$ cat config.mk
export PLATFORM = sky130hd
export DESIGN_NAME = vector_stream_out
export DESIGN_NICKNAME = d
export VERILOG_FILES = /design/src/rtl/vector_stream_out.sv
export SDC_FILE = /design/constraint.sdc
export NUM_CORES = 1
export LEC_CHECK = 0
export ABC_AREA = 1
export ABC_CLOCK_PERIOD_IN_PS = 3450
export BUFFER_PORTS_ARGS = -buffer_cell sky130_fd_sc_hd__buf_4
export CORE_MARGIN = 2
export CORE_UTILIZATION = 50
export CTS_CLUSTER_DIAMETER = 200
export DETAILED_ROUTE_END_ITERATION = 12
export GPL_TIMING_DRIVEN = 1
export HOLD_SLACK_MARGIN = 0.08
export PLACE_DENSITY = 0.74
export SYNTH_ARGS = -nofsm -noshare
export SYNTH_HDL_FRONTEND = slang
export SYNTH_SLANG_ARGS = --single-unit
$ cat constraint.sdc
create_clock -name clock -period 3.45 [get_ports clock]
set_clock_uncertainty 0.2 [all_clocks]
set_input_delay 0.69 -clock clock [delete_from_list [all_inputs] [get_ports clock]]
set_output_delay 0.69 -clock clock [all_outputs]
set_load 0.005 [all_outputs]
$ cat src/rtl/vector_stream_out.sv
// Drains consecutive vector words from the data memory onto a lane-serial valid/ready stream.
// Define VSO_CHECKSUM_EN to add the running checksum output.
module vector_stream_out #(
  parameter int DATA_WIDTH    = 16,
  parameter int VECTOR_SIZE   = 6,
  parameter int ADDRESS_WIDTH = 16,
  parameter int COUNT_WIDTH   = 16
) (
  input  logic                              clock,
  input  logic                              reset,
  input  logic                              start,
  input  logic [ADDRESS_WIDTH-1:0]          baseAddress,
  input  logic [COUNT_WIDTH-1:0]            vectorCount,
  output logic                              memReadEnable,
  output logic [ADDRESS_WIDTH-1:0]          memReadAddress,
  input  logic [DATA_WIDTH*VECTOR_SIZE-1:0] memReadData,
  output logic [DATA_WIDTH-1:0]             outData,
  output logic                              outValid,
  input  logic                              outReady,
  output logic                              outLast,
  output logic                              busy,
  output logic                              done
`ifdef VSO_CHECKSUM_EN
  ,
  output logic [DATA_WIDTH-1:0]             checksum
`endif
);

  localparam int LANE_W = (VECTOR_SIZE > 1) ? $clog2(VECTOR_SIZE) : 1;
  localparam logic [LANE_W-1:0] LAST_LANE = LANE_W'(VECTOR_SIZE - 1);

  typedef enum logic [2:0] {S_IDLE, S_READ, S_WAIT, S_STREAM, S_DONE} state_t;

  state_t                            state_q, state_d;
  logic [ADDRESS_WIDTH-1:0]          base_q, base_d;
  logic [COUNT_WIDTH-1:0]            count_q, count_d;
  logic [COUNT_WIDTH-1:0]            vidx_q, vidx_d;
  logic [LANE_W-1:0]                 lane_q, lane_d;
  logic [DATA_WIDTH*VECTOR_SIZE-1:0] buf_q, buf_d;
  logic [DATA_WIDTH-1:0]             lanes [VECTOR_SIZE];
  logic                              last_lane, last_vec;

  for (genvar gi = 0; gi < VECTOR_SIZE; gi++) begin : g_lane
    assign lanes[gi] = buf_q[gi*DATA_WIDTH +: DATA_WIDTH];
  end

  assign last_lane = (lane_q == LAST_LANE);
  // Widened by one bit so vectorCount = 2^COUNT_WIDTH-1 terminates correctly.
  assign last_vec  = (({1'b0, vidx_q} + (COUNT_WIDTH+1)'(1)) >= {1'b0, count_q});

  always_ff @(posedge clock or negedge reset) begin
    if (!reset) begin
      state_q <= S_IDLE;
      base_q  <= '0;
      count_q <= '0;
      vidx_q  <= '0;
      lane_q  <= '0;
      buf_q   <= '0;
    end else begin
      state_q <= state_d;
      base_q  <= base_d;
      count_q <= count_d;
      vidx_q  <= vidx_d;
      lane_q  <= lane_d;
      buf_q   <= buf_d;
    end
  end

  always_comb begin
    state_d        = state_q;
    base_d         = base_q;
    count_d        = count_q;
    vidx_d         = vidx_q;
    lane_d         = lane_q;
    buf_d          = buf_q;
    memReadEnable  = 1'b0;
    memReadAddress = '0;
    outValid       = 1'b0;
    outData        = '0;
    outLast        = 1'b0;
    busy           = 1'b0;
    done           = 1'b0;
    case (state_q)
      S_IDLE: begin
        if (start) begin
          base_d  = baseAddress;
          count_d = vectorCount;
          vidx_d  = '0;
          lane_d  = '0;
          state_d = (vectorCount != '0) ? S_READ : S_DONE;
        end
      end
      S_READ: begin
        busy           = 1'b1;
        memReadEnable  = 1'b1;
        memReadAddress = base_q + ADDRESS_WIDTH'(vidx_q);
        state_d        = S_WAIT;
      end
      S_WAIT: begin
        busy    = 1'b1;
        buf_d   = memReadData;
        state_d = S_STREAM;
      end
      S_STREAM: begin
        busy     = 1'b1;
        outValid = 1'b1;
        outData  = lanes[lane_q];
        outLast  = last_lane && last_vec;
        if (outReady) begin
          if (last_lane) begin
            lane_d = '0;
            if (last_vec) begin
              state_d = S_DONE;
            end else begin
              vidx_d  = vidx_q + COUNT_WIDTH'(1);
              state_d = S_READ;
            end
          end else begin
            lane_d = lane_q + LANE_W'(1);
          end
        end
      end
      S_DONE: begin
        busy    = 1'b1;
        done    = 1'b1;
        state_d = S_IDLE;
      end
      default: state_d = S_IDLE;
    endcase
  end

`ifdef VSO_CHECKSUM_EN
  logic [DATA_WIDTH-1:0] sum_q, sum_d;

  always_comb begin
    sum_d = sum_q;
    if (state_q == S_IDLE && start) begin
      sum_d = '0;
    end else if (state_q == S_STREAM && outReady) begin
      sum_d = sum_q + outData;
    end
  end

  always_ff @(posedge clock or negedge reset) begin
    if (!reset) begin
      sum_q <= '0;
    end else begin
      sum_q <= sum_d;
    end
  end

  assign checksum = sum_q;
`endif

endmodule

After elaboration in Yosys (flattened, before gate mapping)
Cells that the tools add are included.
{"block": "totals", "ff_bits": 150, "inputBits": 132, "out_inout_bits": 37, "word_cells": 56}
{"block": "op_classes", "add_sub_neg": 4, "order_cmp": 2, "n_eq_ne": 9, "n_mux": 25, "bitwise_logic": 1, "n_reduce_logical": 9}
{"op": "16-bit 2-to-1 mux", "n": 8}
{"op": "16-bit binary-select mux with 3-bit select", "n": 1}
{"op": "16-bit one-hot mux with 2 select lines", "n": 1}
{"op": "3-bit 2-to-1 mux", "n": 8}
{"op": "16-bit by 1-bit adder with 17-bit output, second input constant", "n": 1}
{"op": "17-bit by 16-bit >= comparator with 1-bit output", "n": 1}
{"op": "16-bit by 1-bit adder with 16-bit output, second input constant", "n": 1}
{"op": "16-bit adder", "n": 1}
{"op": "16-bit nonzero test", "n": 1}
{"op": "3-bit one-hot mux with 4 select lines", "n": 1}
{"op": "2-bit inequality test, second input constant", "n": 4}
{"op": "3-bit by 2-bit == test with 1-bit output, second input constant", "n": 2}
{"op": "3-bit == test, second input constant", "n": 2}
{"op": "3-bit one-hot mux with 2 select lines", "n": 1}
{"op": "3-bit AND reduction", "n": 2}
{"op": "1-bit 2-to-1 mux", "n": 5}
{"op": "5-bit AND reduction", "n": 1}
{"op": "4-bit >= comparator, second input constant", "n": 1}
{"op": "3-bit inverter with 4-bit output", "n": 1}
{"op": "4-bit OR reduction", "n": 1}
{"op": "3-bit by 1-bit adder with 3-bit output, second input constant", "n": 1}
{"op": "3-bit by 1-bit == test with 1-bit output, second input constant", "n": 1}
{"op": "3-bit zero test", "n": 1}
{"op": "2-bit AND reduction", "n": 1}
{"op": "other kinds (2)", "n": 2}

Depth between registers and ports, before layout
{"block": "logic_depth", "ltp_word": 6, "depth_mapped": 22}

Worst setup path after synthesis
OpenSTA, ideal clock, no wires.
{"block": "synth_timing", "kind": "register to output", "startpoint": "register vidx_q[1]", "endpoint": "output outLast", "arrival_time_ns": 2.711, "required_time_ns": 2.560, "path_slack_ns": -0.151, "stages_incl_launch_ff": 20, "n_path_buf": 1, "path_cell_list": "dfrtp_1 ha_1 nand2_1 nor2_1 nand2_1 or2_2 xor2_1 inv_1 ha_1 nand2_1 nor2_1 nand2_1 o21ai_0 nand2_1 nand2_1 nand2_1 nand3_1 nand2_2 buf_2 nor2_1"}
{"block": "synth_via", "elab_chain_len": 4}
{"item": "start: declaration", "line": "37", "rtl": "logic [COUNT_WIDTH-1:0] vidx_q, vidx_d;"}
{"item": "start signal: assignment", "line": "63", "rtl": "vidx_q <= vidx_d;"}
{"item": "16-bit by 1-bit adder with 17-bit output", "line": "49", "rtl": "assign last_vec = (({1'b0, vidx_q} + (COUNT_WIDTH+1)'(1)) >= {1'b0, count_q});"}
{"item": "17-bit by 16-bit >= comparator with 1-bit output", "line": "49"}
{"item": "1-bit logical AND", "line": "108", "rtl": "outLast = last_lane && last_vec;"}
{"item": "1-bit 2-to-1 mux", "line": "83", "rtl": "case (state_q)"}
{"item": "end: declaration", "line": "20", "rtl": "output logic outLast,"}
No other way between the ends.

Worst setup path in the final report
Same ends and word-level chain as after synthesis.

==> impl_metrics.toml <==
[run_status]
status = "complete, but fails checks"
violations = "negative setup slack"

[sta]
rsz0062_at_grt = "true"
finalWorstSetupSlack_ns = -0.4169
tns_ns = -0.4656
period_minus_slack_ns = 3.867
final_max_slew_viol_count = 0
hold_ws_ns = 0.2475
worst_slew_pin_slew_ns = 1.008
period_share = 1.121
setup_violations = 3
fmax_mhz = 258.6
relSlewSlack = 0.3267
final_hold_viol_count = 0

[finish]
final_area_um2 = 10730
nets = 1426
antenna_cells = 0
final_layout_size_suffix_gt1_frac = 0.2449
post-route-util = 0.6705
areaGrowthSynthToFinish_pct = 30.05

[job]
maxCapViolCount = 0

[cts]
path_clk_slew_ns = 0.07
ctsRootBufferMaster = "clkbuf_16"
htree_num_levels = 4
cts_tree = "built"
clk_latency_ns = 0.44
cts.path.max_buffers = 2
cts_sinks = 150
cts_buffers = 17

[floorplanning]
num_rows = 46
dieWidth_um = 132.4
core_area_um2 = 16000
dieArea_um2 = 17540
ios = 169
start_util = 0.5156
die_h_um = 132.4

[routing]
ant_nets = 0
drc = 0
first_pass_iters = 5
post_drt_via_cell_ratio = 5.196
avgRoutedWirePerCell_um = 15.29
drt_wl_total_um = 22790
num_vias = 7742
first_iter_violations = 500

[worst_setup_path]
path_class = "reg -> out"
timing.rr.start = "vidx_q[1]"
ff2ff_path_depth = 21
cp-start-kind = "register"
regToRegEndpoint = "vidx_q[3]"
cp_max_fo = 6
rrSetupSlack_ns = 0.20
worst_setup_path_end_kind = "output port"
worstPathRequired_ns = 2.56
worstPathArrival_ns = 2.98

[global_routing]
use_met1 = 0.3211
grt_pass1_wl_um = 36940
top_usage_layer = "met2"
grt_usage = 0.2645
antenna_found_initial = 0
grt_max_degree = 98
grtUsageMet2 = 0.4706
grt_pass1_vias = 7788
gr-total-overflow = 0
grtUsageMet3 = 0.05900

[hold_path]
holdCritPathClass = "in -> reg"
min_from = "memReadData[71]"
min_to = "buf_q[71]"
hold_path_depth = 3

[logic_synthesis]
synth.distinct_cells = 41
synth_compound_area_frac = 0.09874
synthCells = 1089
synth.area.top_cells = "dfrtp_1, nand2_1, ha_1"
async_reset_ff_frac = 1.000
synth_top_family_by_area = "simple AND/OR/NAND/NOR gates"
synth_most_common_cell = "nand2_1"
synth-simple-area-share = 0.2997
synthTopCellsByCount = "nand2_1, dfrtp_1, nor2_1, inv_1, a21oi_1"
synth_area_per_cell_um2 = 7.575
muxShareOfSynthArea = 0.02184
synth_area_leader_cell = "dfrtp_1"
ys.flop_type = "dfrtp_1"
syn-num-nets = 1254
ys_ff_latch = 150
yosysTopAreaCellShare = 0.4550
syn_area_um2 = 8249
synthXorXnorAreaFrac = 0.01380
synth-edff-count = 0
synth_warnings = 0
synth-seq-area-share = 0.4550
synth_fa_ha_area_frac = 0.05096

[place]
place.gp.congestion = 0.8834
hpwlAfterDp_um = 16340
portBuffers = 168
placed_cell_area_um2 = 9806

[power_and_ir_drop]
power.leakage_uw = 0.005655
p_per_area_nw_per_um2 = 799.6
ir_worst_vdd_v = 0.0004929
finalPower_uw = 8578
through the flow:
| step | std cells | setup WS, ns |
|---|---|---|
| after floorplan | 1089 | 0.04396 |
| after global placement | 1448 | 0.03801 |
| after detailed placement | 1448 | -0.06981 |
| after CTS | 1487 | -0.3610 |
| after global routing | 1490 | -0.6571 |
| final | 1490 | -0.4169 |
cells by family after synthesis:
group / count (synthesis)
compound gates: 137
xor+xnor: 13
fa+ha+maj: 33
buf+inv: 127
flops: 150
mux: 16
simple gates: 613
what timing repair did:
action | CTS | global route
setup buffers | 6 | 5
hold endpoints to repair | 44 | 0
endpoints found under the setup margin | 6 | 27
pin swaps | 10 | 23
hold buffers | 1 | 0
resized for setup | 21 | 36
report_power, final:
part	total (uW)	internal, uW	switching [uW]
clock network	1930	1130	802
registers	2990	2540	445
logic	3660	1380	2280
critical path: stages, from the launching register on:
cell	delay [ns]
dfrtp_1	0.36
buf_4	0.14
nand3_4	0.07
nor2_1	0.11
inv_1	0.07
nor2_1	0.10
buf_4	0.17
inv_1	0.05
nor2_1	0.12
xor2_1	0.20
inv_1	0.07
ha_1	0.27
nand2_1	0.07
inv_1	0.05
and3_1	0.18
a21oi_2	0.16
nand3_2	0.12
nand2_4	0.08
nor2_4	0.04
buf_6	0.11
placed cells by master (no fill, tap or decap), drive strengths merged, types with 19 or more instances in the layout:
| master | instances |
|---|---|
| buf | 200 |
| clkbuf | 19 |
| o21ai | 40 |
| a21oi | 58 |
| ha | 32 |
| nor2 | 94 |
| dfrtp | 150 |
| nand3 | 54 |
| inv | 84 |
| nand2 | 437 |
how the worst max path moves through the flow:
stage                         start  slack [ns]       to  cells past startpoint
after floorplan           vidx_q[1]        0.04  outLast                     19
after global placement    vidx_q[0]        0.04  outLast                     19
after detailed placement  vidx_q[0]       -0.07  outLast                     19
after CTS                 vidx_q[1]       -0.36  outLast                     20
after global routing      vidx_q[1]       -0.66  outLast                     21
final                     vidx_q[1]       -0.42  outLast                     19
final cells by class:
type,count,area (um2)
tap,216,270.3
timing repair buffer,201,1539
multi-input combinational,812,4250
clock buffer,19,452.9
sequential,150,3755
clock inverter,13,158.9
fill,1430,5273
inverter,79,301.5
per-layer routing:
layer  part of all wire  vias up  routed length, um
met4              0.020        0                449
met2               0.52      212              11790
met5                  0        -                  0
met1               0.41     3671               9359
li1                   -     3822                  -
met3              0.052       37               1186
registers in the layout, summed over array words and instances (netlist names):
register	cells
vidx_q	16
lane_q	3
base_q	16
buf_q	96
state_q	3
count_q	16
Power figures use the tool's default switching activity.
